==> config.mk <==
export PLATFORM = sky130hd
export DESIGN_NAME = o_ddr_tx
export DESIGN_NICKNAME = d
export VERILOG_FILES = /design/src/rtl/o_ddr_tx_pkg.sv /design/src/rtl/o_ddr_tx_fifo.sv /design/src/rtl/o_ddr_tx.sv
export SDC_FILE = /design/constraint.sdc
export NUM_CORES = 1
export LEC_CHECK = 0
export ABC_AREA = 0
export CORE_ASPECT_RATIO = 0.8
export CORE_MARGIN = 2
export CORE_UTILIZATION = 57
export CTS_CLUSTER_SIZE = 16
export DETAILED_ROUTE_END_ITERATION = 16
export HOLD_SLACK_MARGIN = 0.02
export MAX_ROUTING_LAYER = met4
export PLACE_DENSITY = 0.81
export SETUP_SLACK_MARGIN = 0.1
export SLEW_MARGIN = 20
export SYNTH_ARGS = -nofsm -noshare
export SYNTH_HDL_FRONTEND = slang
export SYNTH_SLANG_ARGS = --single-unit
==> constraint.sdc <==
create_clock -name C -period 3.9 [get_ports C]
set_clock_uncertainty 0.15 [all_clocks]
set_input_delay 0.585 -clock C [delete_from_list [all_inputs] [get_ports C]]
set_output_delay 0.585 -clock C [all_outputs]
set_load 0.1 [all_outputs]
==> src/rtl/o_ddr_tx_pkg.sv <==
// Shared types and defaults for the DDR serial transmitter.
package o_ddr_tx_pkg;

  localparam int unsigned DEFAULT_DEPTH      = 4;
  localparam logic        DEFAULT_IDLE_LEVEL = 1'b0;

  typedef enum logic [1:0] {
    IDLE   = 2'd0,
    ACTIVE = 2'd1,
    PAUSE  = 2'd2
  } state_e;

  // hi is driven while C is high, lo while C is low
  typedef struct packed {
    logic hi;
    logic lo;
  } ddr_word_t;

endpackage

==> src/rtl/o_ddr_tx_fifo.sv <==
// Word FIFO for the DDR transmitter; pointers carry one extra wrap bit.
module o_ddr_tx_fifo
  import o_ddr_tx_pkg::*;
#(
  parameter int unsigned DEPTH = DEFAULT_DEPTH
) (
  input  logic                           clk,
  input  logic                           rst_n,
  input  logic                           push,
  input  ddr_word_t                      wdata,
  input  logic                           pop,
  output ddr_word_t                      rdata,
  output logic [$clog2(DEPTH+1)-1:0]     level,
  output logic                           full,
  output logic                           empty
);

  localparam int unsigned AW = $clog2(DEPTH);
  localparam int unsigned LW = $clog2(DEPTH + 1);

  ddr_word_t     mem [DEPTH];
  logic [AW:0]   wptr;
  logic [AW:0]   rptr;
  logic          do_push;
  logic          do_pop;

  assign level   = LW'(wptr - rptr);
  assign full    = (level == LW'(DEPTH));
  assign empty   = (wptr == rptr);
  assign do_push = push && !full;
  assign do_pop  = pop && !empty;
  assign rdata   = mem[rptr[AW-1:0]];

  always_ff @(posedge clk or negedge rst_n) begin
    if (!rst_n) begin
      wptr <= '0;
      rptr <= '0;
    end else begin
      if (do_push) wptr <= wptr + (AW+1)'(1);
      if (do_pop)  rptr <= rptr + (AW+1)'(1);
    end
  end

  // Storage needs no reset: the pointers alone define what is valid
  always_ff @(posedge clk) begin
    if (do_push) mem[wptr[AW-1:0]] <= wdata;
  end

endmodule

==> src/rtl/o_ddr_tx.sv <==
// DDR serial transmitter: FIFO-fed, IDLE/ACTIVE/PAUSE control, glitch-free DDR output.
// Optional O_DDR_TX_UNDERRUN_CNT_EN adds a saturating UNDERRUN_CNT output.
module o_ddr_tx
  import o_ddr_tx_pkg::*;
#(
  parameter int unsigned DEPTH      = DEFAULT_DEPTH,
  parameter logic        IDLE_LEVEL = DEFAULT_IDLE_LEVEL
) (
  input  logic                        C,
  input  logic                        R,
  input  logic [1:0]                  D,
  input  logic                        D_VALID,
  output logic                        D_READY,
  input  logic                        E,
  output logic                        Q,
  output logic                        OE,
  output logic                        UNDERRUN,
  output logic [$clog2(DEPTH+1)-1:0]  LEVEL
`ifdef O_DDR_TX_UNDERRUN_CNT_EN
  ,
  output logic [7:0]                  UNDERRUN_CNT
`endif
);

  state_e    state;
  state_e    state_nxt;
  ddr_word_t rdata;
  ddr_word_t word_nxt;
  ddr_word_t idle_word;
  logic      full;
  logic      empty;
  logic      pop;
  logic      push;
  logic      rdy_q;
  logic      underrun_nxt;
  logic      out_pos;
  logic      out_neg;
  logic      pos_enc;
  logic      neg_enc;

  assign idle_word = '{hi: IDLE_LEVEL, lo: IDLE_LEVEL};
  assign D_READY   = rdy_q && !full;
  assign push      = D_VALID && D_READY;

  o_ddr_tx_fifo #(
    .DEPTH (DEPTH)
  ) u_fifo (
    .clk   (C),
    .rst_n (R),
    .push  (push),
    .wdata (ddr_word_t'(D)),
    .pop   (pop),
    .rdata (rdata),
    .level (LEVEL),
    .full  (full),
    .empty (empty)
  );

  always_comb begin
    state_nxt    = state;
    pop          = 1'b0;
    underrun_nxt = 1'b0;
    unique case (state)
      IDLE: begin
        if (E && !empty) begin
          state_nxt = ACTIVE;
          pop       = 1'b1;
        end
      end
      ACTIVE: begin
        if (!E) begin
          state_nxt = PAUSE;
        end else if (!empty) begin
          pop = 1'b1;
        end else begin
          state_nxt    = IDLE;
          underrun_nxt = 1'b1;
        end
      end
      PAUSE: begin
        if (E && !empty) begin
          state_nxt = ACTIVE;
          pop       = 1'b1;
        end else if (E) begin
          state_nxt = IDLE;
        end
      end
      default: state_nxt = IDLE;
    endcase

    // PAUSE keeps replaying the word already held in out_pos/out_neg
    word_nxt = idle_word;
    if (pop) begin
      word_nxt = rdata;
    end else if (state_nxt == PAUSE) begin
      word_nxt = '{hi: out_pos, lo: out_neg};
    end
  end

  always_ff @(posedge C or negedge R) begin
    if (!R) begin
      state    <= IDLE;
      rdy_q    <= 1'b0;
      OE       <= 1'b0;
      UNDERRUN <= 1'b0;
      out_pos  <= IDLE_LEVEL;
      out_neg  <= IDLE_LEVEL;
      pos_enc  <= IDLE_LEVEL;
    end else begin
      state    <= state_nxt;
      rdy_q    <= 1'b1;
      OE       <= (state_nxt != IDLE);
      UNDERRUN <= underrun_nxt;
      out_pos  <= word_nxt.hi;
      out_neg  <= word_nxt.lo;
      pos_enc  <= word_nxt.hi ^ neg_enc;
    end
  end

  // XOR-encoded edge pair: each edge flips exactly one flop, so Q never needs C as a mux select
  always_ff @(negedge C or negedge R) begin
    if (!R) begin
      neg_enc <= 1'b0;
    end else begin
      neg_enc <= out_neg ^ pos_enc;
    end
  end

  assign Q = pos_enc ^ neg_enc;

`ifdef O_DDR_TX_UNDERRUN_CNT_EN
  always_ff @(posedge C or negedge R) begin
    if (!R) begin
      UNDERRUN_CNT <= 8'd0;
    end else if (underrun_nxt && (UNDERRUN_CNT != 8'hFF)) begin
      UNDERRUN_CNT <= UNDERRUN_CNT + 8'd1;
    end
  end
`endif

endmodule
; ---- After elaboration in Yosys (flattened, before gate mapping)
; Memory sizes are Yosys's and may differ from the RTL's.
; Cells that the tools add are included.
[op_classes]
addsub = 3
bitwise_logic = 3
mux = 17
eq_ne = 6
reduce_logical = 10
[op_table]
columns = op, count
row1 = $mux 2, 7
row2 = $mux 1, 8
row3 = $add 3x1->3 const B, 2
row4 = $pmux 2 s3, 1
row5 = $logic_and 1x1->1, 5
row6 = $eq 2x2->1 const B, 2
row7 = $eq 3x3->1, 1
row8 = $eq 3x3->1 const B, 1
row9 = $sub 3x3->3, 1
row10 = $xor 1x1->1, 3
row11 = $eq 2x1->1 const B, 1
row12 = $logic_not 1->1, 2
row13 = $logic_not 2->1, 1
row14 = $ne 2x1->1 const B, 1
row15 = $pmux 1 s2, 1
row16 = $reduce_bool 2->1, 1
row17 = $reduce_or 2->1, 1
[word_totals]
ram_bits = 8
mem_count = 1
input_bits = 6
register_bits = 15
[memory_table]
columns = memory, words, width, read_ports, rd_ports_with_merged_regs, write_ports, line
row1 = u_fifo.mem, 4, 2, 1, 0, 1, o_ddr_tx_fifo.sv:21  ; ddr_word_t mem [DEPTH];

; ---- Depth between registers and ports, before layout
[logic_depth]
ltp_word = 9
ltp_mapped = 6
depth_no_buf = 6

; ---- Modules after synthesis
; Synthesis repeated with hierarchy kept, for this count alone.
[hier_totals]
cells_unflattened = 88
area_unflattened_um2 = 1173.6
[modules_own_cells]
columns = module, cells_each, instances, seq_area_each_um2, area_each_um2
row1 = o_ddr_tx_fifo, 54, 1, 390.4, 767.0
row2 = o_ddr_tx, 34, 1, 225.2, 406.6

==> summary.md <==
| Metric | Value |
|---|---|
| Worst path cell trace | xor2_2, buf_12 |
| Number of synthesized flops with an enable pin | 8 |
| Max Cap Viol | 0 |
| Asr flop ratio synth | 65.22% |
| Worst setup margin | 0.02833 ns |
| Mean Syn Cell Area | 14.20 um2 |
| Synth cell types | 31 |
| Initial antenna violation count | 0 |
| Path type of the worst setup path | reg -> out |
| Layout area overhead | 19.21% |
| CTS root buffer | clkbuf_4 |
| RSZ-0062 raised after global routing | yes |
| Synth Net Count | 92 |
| Post-Syn Area | 0.001107 mm2 |
| Status | complete, no violations |
| Via Count | 639 |
| GP Congestion | 0.6954 |
| ANT cells | 0 |
| Worst skew pair latency | 0.31 ns |
| DR vias/cell | 5.281 |
| Crit path capture type | output port |
| Synth Warn # | 0 |
| Share of post-route cells with drive strength above 1 | 26.80% |
| Required time worst endpoint | 3.16 ns |
| Vias in the first global route | 654 |
| Worst path bufs/invs | 1 |
| Hold WC Path Type | reg -> reg |
| Input/output buffers | 12 |
| H-tree depth | 1 |
| DIE HEIGHT | 43.42 um |
| Post-synth top area share | 31.64% |
| DP HPWL | 1.440 mm |
| Post-DR wirelength/cell | 15.97 um |
| Starting DRT DRC Count | 7 |
| Worst-path clk slew | 0.12 ns |
| Crit path DAT | 3.14 ns |
| R2R Setup Slk | 0.66 ns |
| Cells after Synth | 78 |
| Die X | 53.28 um |
| Final setup fails | 0 |
| Max Transition Viols Final | 0 |
| Crit path max-delay family | flip-flops |
| Core Area | 0.001857 mm2 |
| Hold_ws | 0.3579 ns |
| Yosys reg bits | 23 |
| Setup WS pre-CTS | 0.3616 ns |
| Top-Level Pins | 13 |
| Largest net degree at the start of global routing | 15 |
| Top FF cell, synth | dfrtp_1 |
| Worst-Margin Slew | 0.9810 ns |
| Dpl cells | 115 |
| Crit-path max cell delay | 0.48 ns |
| Global route overflow | 0 |
| Starting Density | 59.64% |
| Drt pass-1 iters | 4 |
| CTS tree | yes |
| Num CTS Buffers | 3 |
| Worst slew margin | 34.40% |
| DRC | 0 |
| Core Rows | 14 |
| Sequential fraction of the synthesis area | 55.59% |
| Most common cell in the netlist | dfrtp_1 |
| Synth area leader | dfrtp_1 |
| Clock sink total | 23 |
| Drt total wl | 1.932 mm |
| Fin nets | 112 |
| Critical path's slowest cell | dfrtn_1 |
| Clock buffer depth | 2 |
| Gr usage total | 21.12% |
| Filler-free cell count of the finished design | 121 |
| Endpoints failing hold | 0 |
| First-pass GRT wire length | 3.125 mm |
| Post-DRT Antenna Nets | 0 |
| Largest cells by area after synthesis | dfrtp_1 32%, edfxtp_1 22%, ha_1 7.9% |
| Setup crit start kind | flop |
| Fillcell total | 149 |
| Die ar. | 0.002313 mm2 |
| Critical path fanouts, max | 2 |
| Top post-synthesis cells by count | 14 x dfrtp_1, 9 x inv_1, 8 x edfxtp_1 |
[state kept, by name, summed over array words and instances, names as in the netlist]
signal / flops
neg_enc: 1
pos_enc: 1
UNDERRUN: 1
u_fifo.wptr: 3
rdy_q: 1
state: 2
out_neg: 1
OE: 1
out_pos: 1
u_fifo.rptr: 3
u_fifo.mem: 8
[layout make-up]
| cell class | count | area [um2] | share of cell area [%] |
|---|---|---|---|
| repair buffers | 15 | 142.6 | 10.81 |
| multi-input cells | 45 | 467.9 | 35.45 |
| inverters | 10 | 37.54 | 2.844 |
| well taps | 24 | 30.03 | 2.275 |
| flip-flops and latches | 23 | 615.6 | 46.63 |
| clock buffers | 4 | 26.28 | 1.991 |
[layout by cell type (no fill, tap or decap), drive strengths merged]
cell / instances
o31a: 1
dfrtp: 14
o211ai: 2
edfxtp: 8
o21ai: 2
fa: 1
mux2: 2
inv: 10
conb: 1
nand2: 3
dfrtn: 1
o2111a: 1
xor3: 1
a22o: 1
a31o: 1
nor2: 2
nor4: 1
a21boi: 1
nand3: 1
o31ai: 1
mux4: 2
ha: 7
and2: 3
a221oi: 1
xnor2: 5
clkbuf: 4
buf: 8
xor2: 3
clkdlybuf4s50: 7
a31oi: 2
[final timing paths]
kind / endpoint / start / cells past startpoint
setup / recovery: Q / neg_enc / 2
hold / removal: UNDERRUN / state[1] / 1
setup reg to reg: pos_enc / neg_enc / 5
hold reg to reg: UNDERRUN / state[1] / 1
max in group asynchronous: neg_enc / R / 1
min in group asynchronous: OE / R / 2
[metrics by stage]
stage	TNS (ns)	utilization [%]	area, um2
after floorplan	-0.1208	-	1121
after global placement	0	68.87	1279
after detailed placement	0	68.87	1279
after CTS	0	70.69	1313
after global routing	-0.006847	71.09	1320
final	0	71.09	1320
[layer usage]
| metal | global-route usage, % | wire length, um |
|---|---|---|
| met4 | 14.36 | 61 |
| met3 | 5.862 | 102 |
| met1 | 22.77 | 796 |
| met2 | 33.58 | 971 |
| met5 | - | 0 |
[kinds of logic after synthesis]
| group | Yosys count | synth area share, % |
|---|---|---|
| xor gates and xnor gates | 9 | 8.587 |
| AOI/OAI and AO/OA | 13 | 11.19 |
| muxes | 4 | 6.440 |
| other | 1 | 0.3387 |
| buffers and inverters | 10 | 3.389 |
| adders and majority gates | 8 | 9.717 |
| and+or+nand+nor | 10 | 4.746 |
| DFF | 23 | 55.59 |
[timing repair]
action,4_1_cts,5_1_grt
gates resized for setup,0,0
endpoints found under the setup margin,1,1
pin swaps,1,1
hold buffers,0,0
buffers inserted,1,1
Power is not shown: default switching activity piles up to over one toggle a cycle in this logic, so the estimate is an artifact.
==> variant, RTL diff (config.mk and constraints unchanged) <==
Add a define of `O_DDR_TX_UNDERRUN_CNT_EN`.
--- a/src/rtl/o_ddr_tx.sv
+++ b/src/rtl/o_ddr_tx.sv
@@ -2,2 +2,4 @@
 // Optional O_DDR_TX_UNDERRUN_CNT_EN adds a saturating UNDERRUN_CNT output.
+`define O_DDR_TX_UNDERRUN_CNT_EN
+
 module o_ddr_tx
New outputs: UNDERRUN_CNT. Function: not checked (the comparison handles one clock edge and no latches or derived clocks); the edit may change what the design does.
==> variant against the original RTL <==
  * Setup slack worse by 0.017 ns
  * Wire length up 40%
  * Final area up 43%
  * Synthesized area up 39%
  * Sequential cell count up 8
  * Synthesized cell count up 58%
Power is left out: the tool's default activity adds up to more than one toggle a clock period on the data nets, which glitch-free logic cannot reach.
==> variant: results (changes against the original RTL) <==
CLKLATENCYLATEPIN_NS=0.33  # +0.02 ns
FINAL_LAYOUT_SIZE_SUFFIX_GT1_SHARE_PCT=19.33  # -7.5 points
HPWL_DETAILED_MM=2.050  # +42%
CTS.PATH.MAX_BUFFERS=2  # unchanged
POST_LAYOUT_NONFILLER_INSTANCES=186  # +54%
SYNTH_CELLS=123  # +58%
CRITICAL_PATH.MAX_FANOUT=2  # unchanged
FINALNETCOUNT=164  # +46%
RUN_STATUS='finished clean'
POST_SYNTH_NUM_CELL_TYPES=41  # +32%
ANT_DIODES=0  # unchanged
VIA_PER_INST=5.414  # +2.5%
MAXSLEWVIOLCOUNT=0  # unchanged
TIGHTESTPINTRANSITION_NS=0.9991  # +0.01814 ns
CELL_TYPES_OCCUPYING_THE_MOST_AREA_AFTER_SYNTHESIS='dfrtp_1 (36%), edfxtp_1 (16%), ha_1 (6.5%)'
PORT-BUFFER-COUNT=20  # +8
WORST_PATH_LARGEST_CELL_DELAY_NS=0.51  # +0.03 ns
GRT_START_MAX_NET_PINS=23  # +8
YOSYSSEQAREASHARE_PCT=52.97  # -2.6 points
CELL_AREA_PLACED_SQ_MM=0.001799  # +41%
CRIT_PATH_TOP_DELAY_CELL='dfrtn_1'
TOP_CELL_TYPES_BY_OCCURRENCE_AFTER_SYNTHESIS='dfrtp_1 (22), inv_1 (11), edfxtp_1 (8), ha_1 (8), xor2_1 (8)'
CTS-BUFFERS-INSERTED=5  # +2
GRT_USE_TOTAL_PCT=20.85  # -0.27 points
ROUTABILITYCONGESTION=0.8243  # +19%
YOSYSWARNINGCOUNT=0  # unchanged
PATH_CLK_SLEW_NS=0.10  # -0.02 ns
SYNTHESIS.NETS=138  # +50%
SYNTH_ENABLE_FLOP_CELLS=8  # unchanged
DRT-WIRELENGTH-PER-CELL_UM=14.53  # -9.0%
WORSTPATHARRIVAL_NS=3.15  # about the same
FIRST_GLOBAL_VIAS=1033  # +58%
PLACED_CELLS_INCL_TAPS=177  # +54%
YS_ASYNC_SR_FRACTION_PCT=74.19  # +9.0 points
CTS_MAX_LEVEL=2  # +1
DRTITER0DRC=36  # +29
FILLER_CELL_COUNT=183  # +23%
CLOCK-ROOT-BUFFER='clkbuf_4'
MIN-DELAY-PATH-CLASS='flop to flop'
FIRST_PASS_GRT_WIRE_LENGTH_MM=4.761  # +52%
[variant: cell types whose count changed after synthesis, moves of 3 or more]
cell     change
xor2_1       +5
and3_1       +3
nand3_1      +3
and2_2       -3
dfrtp_1      +8
nand2_1      +4
o21ai_0      +3
and3_2       +3
[variant: critical path: cells and delay by family, from the launching register on]
| family | cells | cell delay [ns] |
|---|---|---|
| XOR/XNOR | 1 | 0.19 |
| buffers and inverters | 1 | 0.19 |
| flip-flops | 1 | 0.51 |
[variant: final cells by class]
class / instances / area (sq um) / share of cell area (%)
clock buffers: 6 / 51.30 / 2.710
clock inverters: 2 / 35.03 / 1.851
inverters: 11 / 41.29 / 2.181
multi-input cells: 78 / 689.4 / 36.42
flip-flops and latches: 31 / 815.8 / 43.09
well taps: 36 / 45.04 / 2.379
repair buffers: 22 / 215.2 / 11.37
[variant: logic make-up (layout without fill, tap and decap cells)]
| kind of cell | after synthesis | in the layout | synth area share (%) |
|---|---|---|---|
| compound gates | 12 | 12 | 6.174 |
| fa+ha+maj | 9 | 9 | 7.799 |
| xor+xnor | 14 | 14 | 8.936 |
| other cells | 1 | 1 | 0.2435 |
| simple gates | 35 | 35 | 13.89 |
| mux | 7 | 7 | 6.498 |
| buf+inv | 14 | 41 | 3.493 |
| flops | 31 | 31 | 52.96 |
[variant: repair_timing]
item | CTS | global route
resized for setup | 0 | 0
endpoints found under the setup margin | 1 | 1
setup buffers | 1 | 0
[variant: path summary, 6_finish.rpt]
path | cells past startpoint | slack [ns] | to | start
min in group asynchronous | 2 | 0.50 | pos_enc$_DFF_PN0_ | R
hold / removal | 2 | 0.36 | out_neg$_DFFE_PN0P_ | out_neg$_DFFE_PN0P_
hold reg to reg | 2 | 0.36 | out_neg$_DFFE_PN0P_ | out_neg$_DFFE_PN0P_
setup / recovery | 2 | 0.01 | Q | neg_enc$_DFF_NN0_
setup reg to reg | 5 | 0.50 | pos_enc$_DFF_PN0_ | neg_enc$_DFF_NN0_
max in group asynchronous | 1 | 1.35 | neg_enc$_DFF_NN0_ | R
[variant: through the flow]
step / util [%] / setup slack [ns]
2_1_floorplan: - / 0.08186
5_1_grt: 75.65 / -0.03306
6_report: 75.65 / 0.01093
3_5_place_dp: 71.90 / 0.2507
3_3_place_gp: 71.90 / 0.2859
4_1_cts: 75.65 / -0.002138
[variant: metal layers]
| metal | wire [um] | track usage (%) |
|---|---|---|
| met3 | 130 | 4.933 |
| met2 | 1321 | 34.24 |
| met5 | 0 | - |
| met1 | 1220 | 25.50 |
| met4 | 31 | 8.519 |
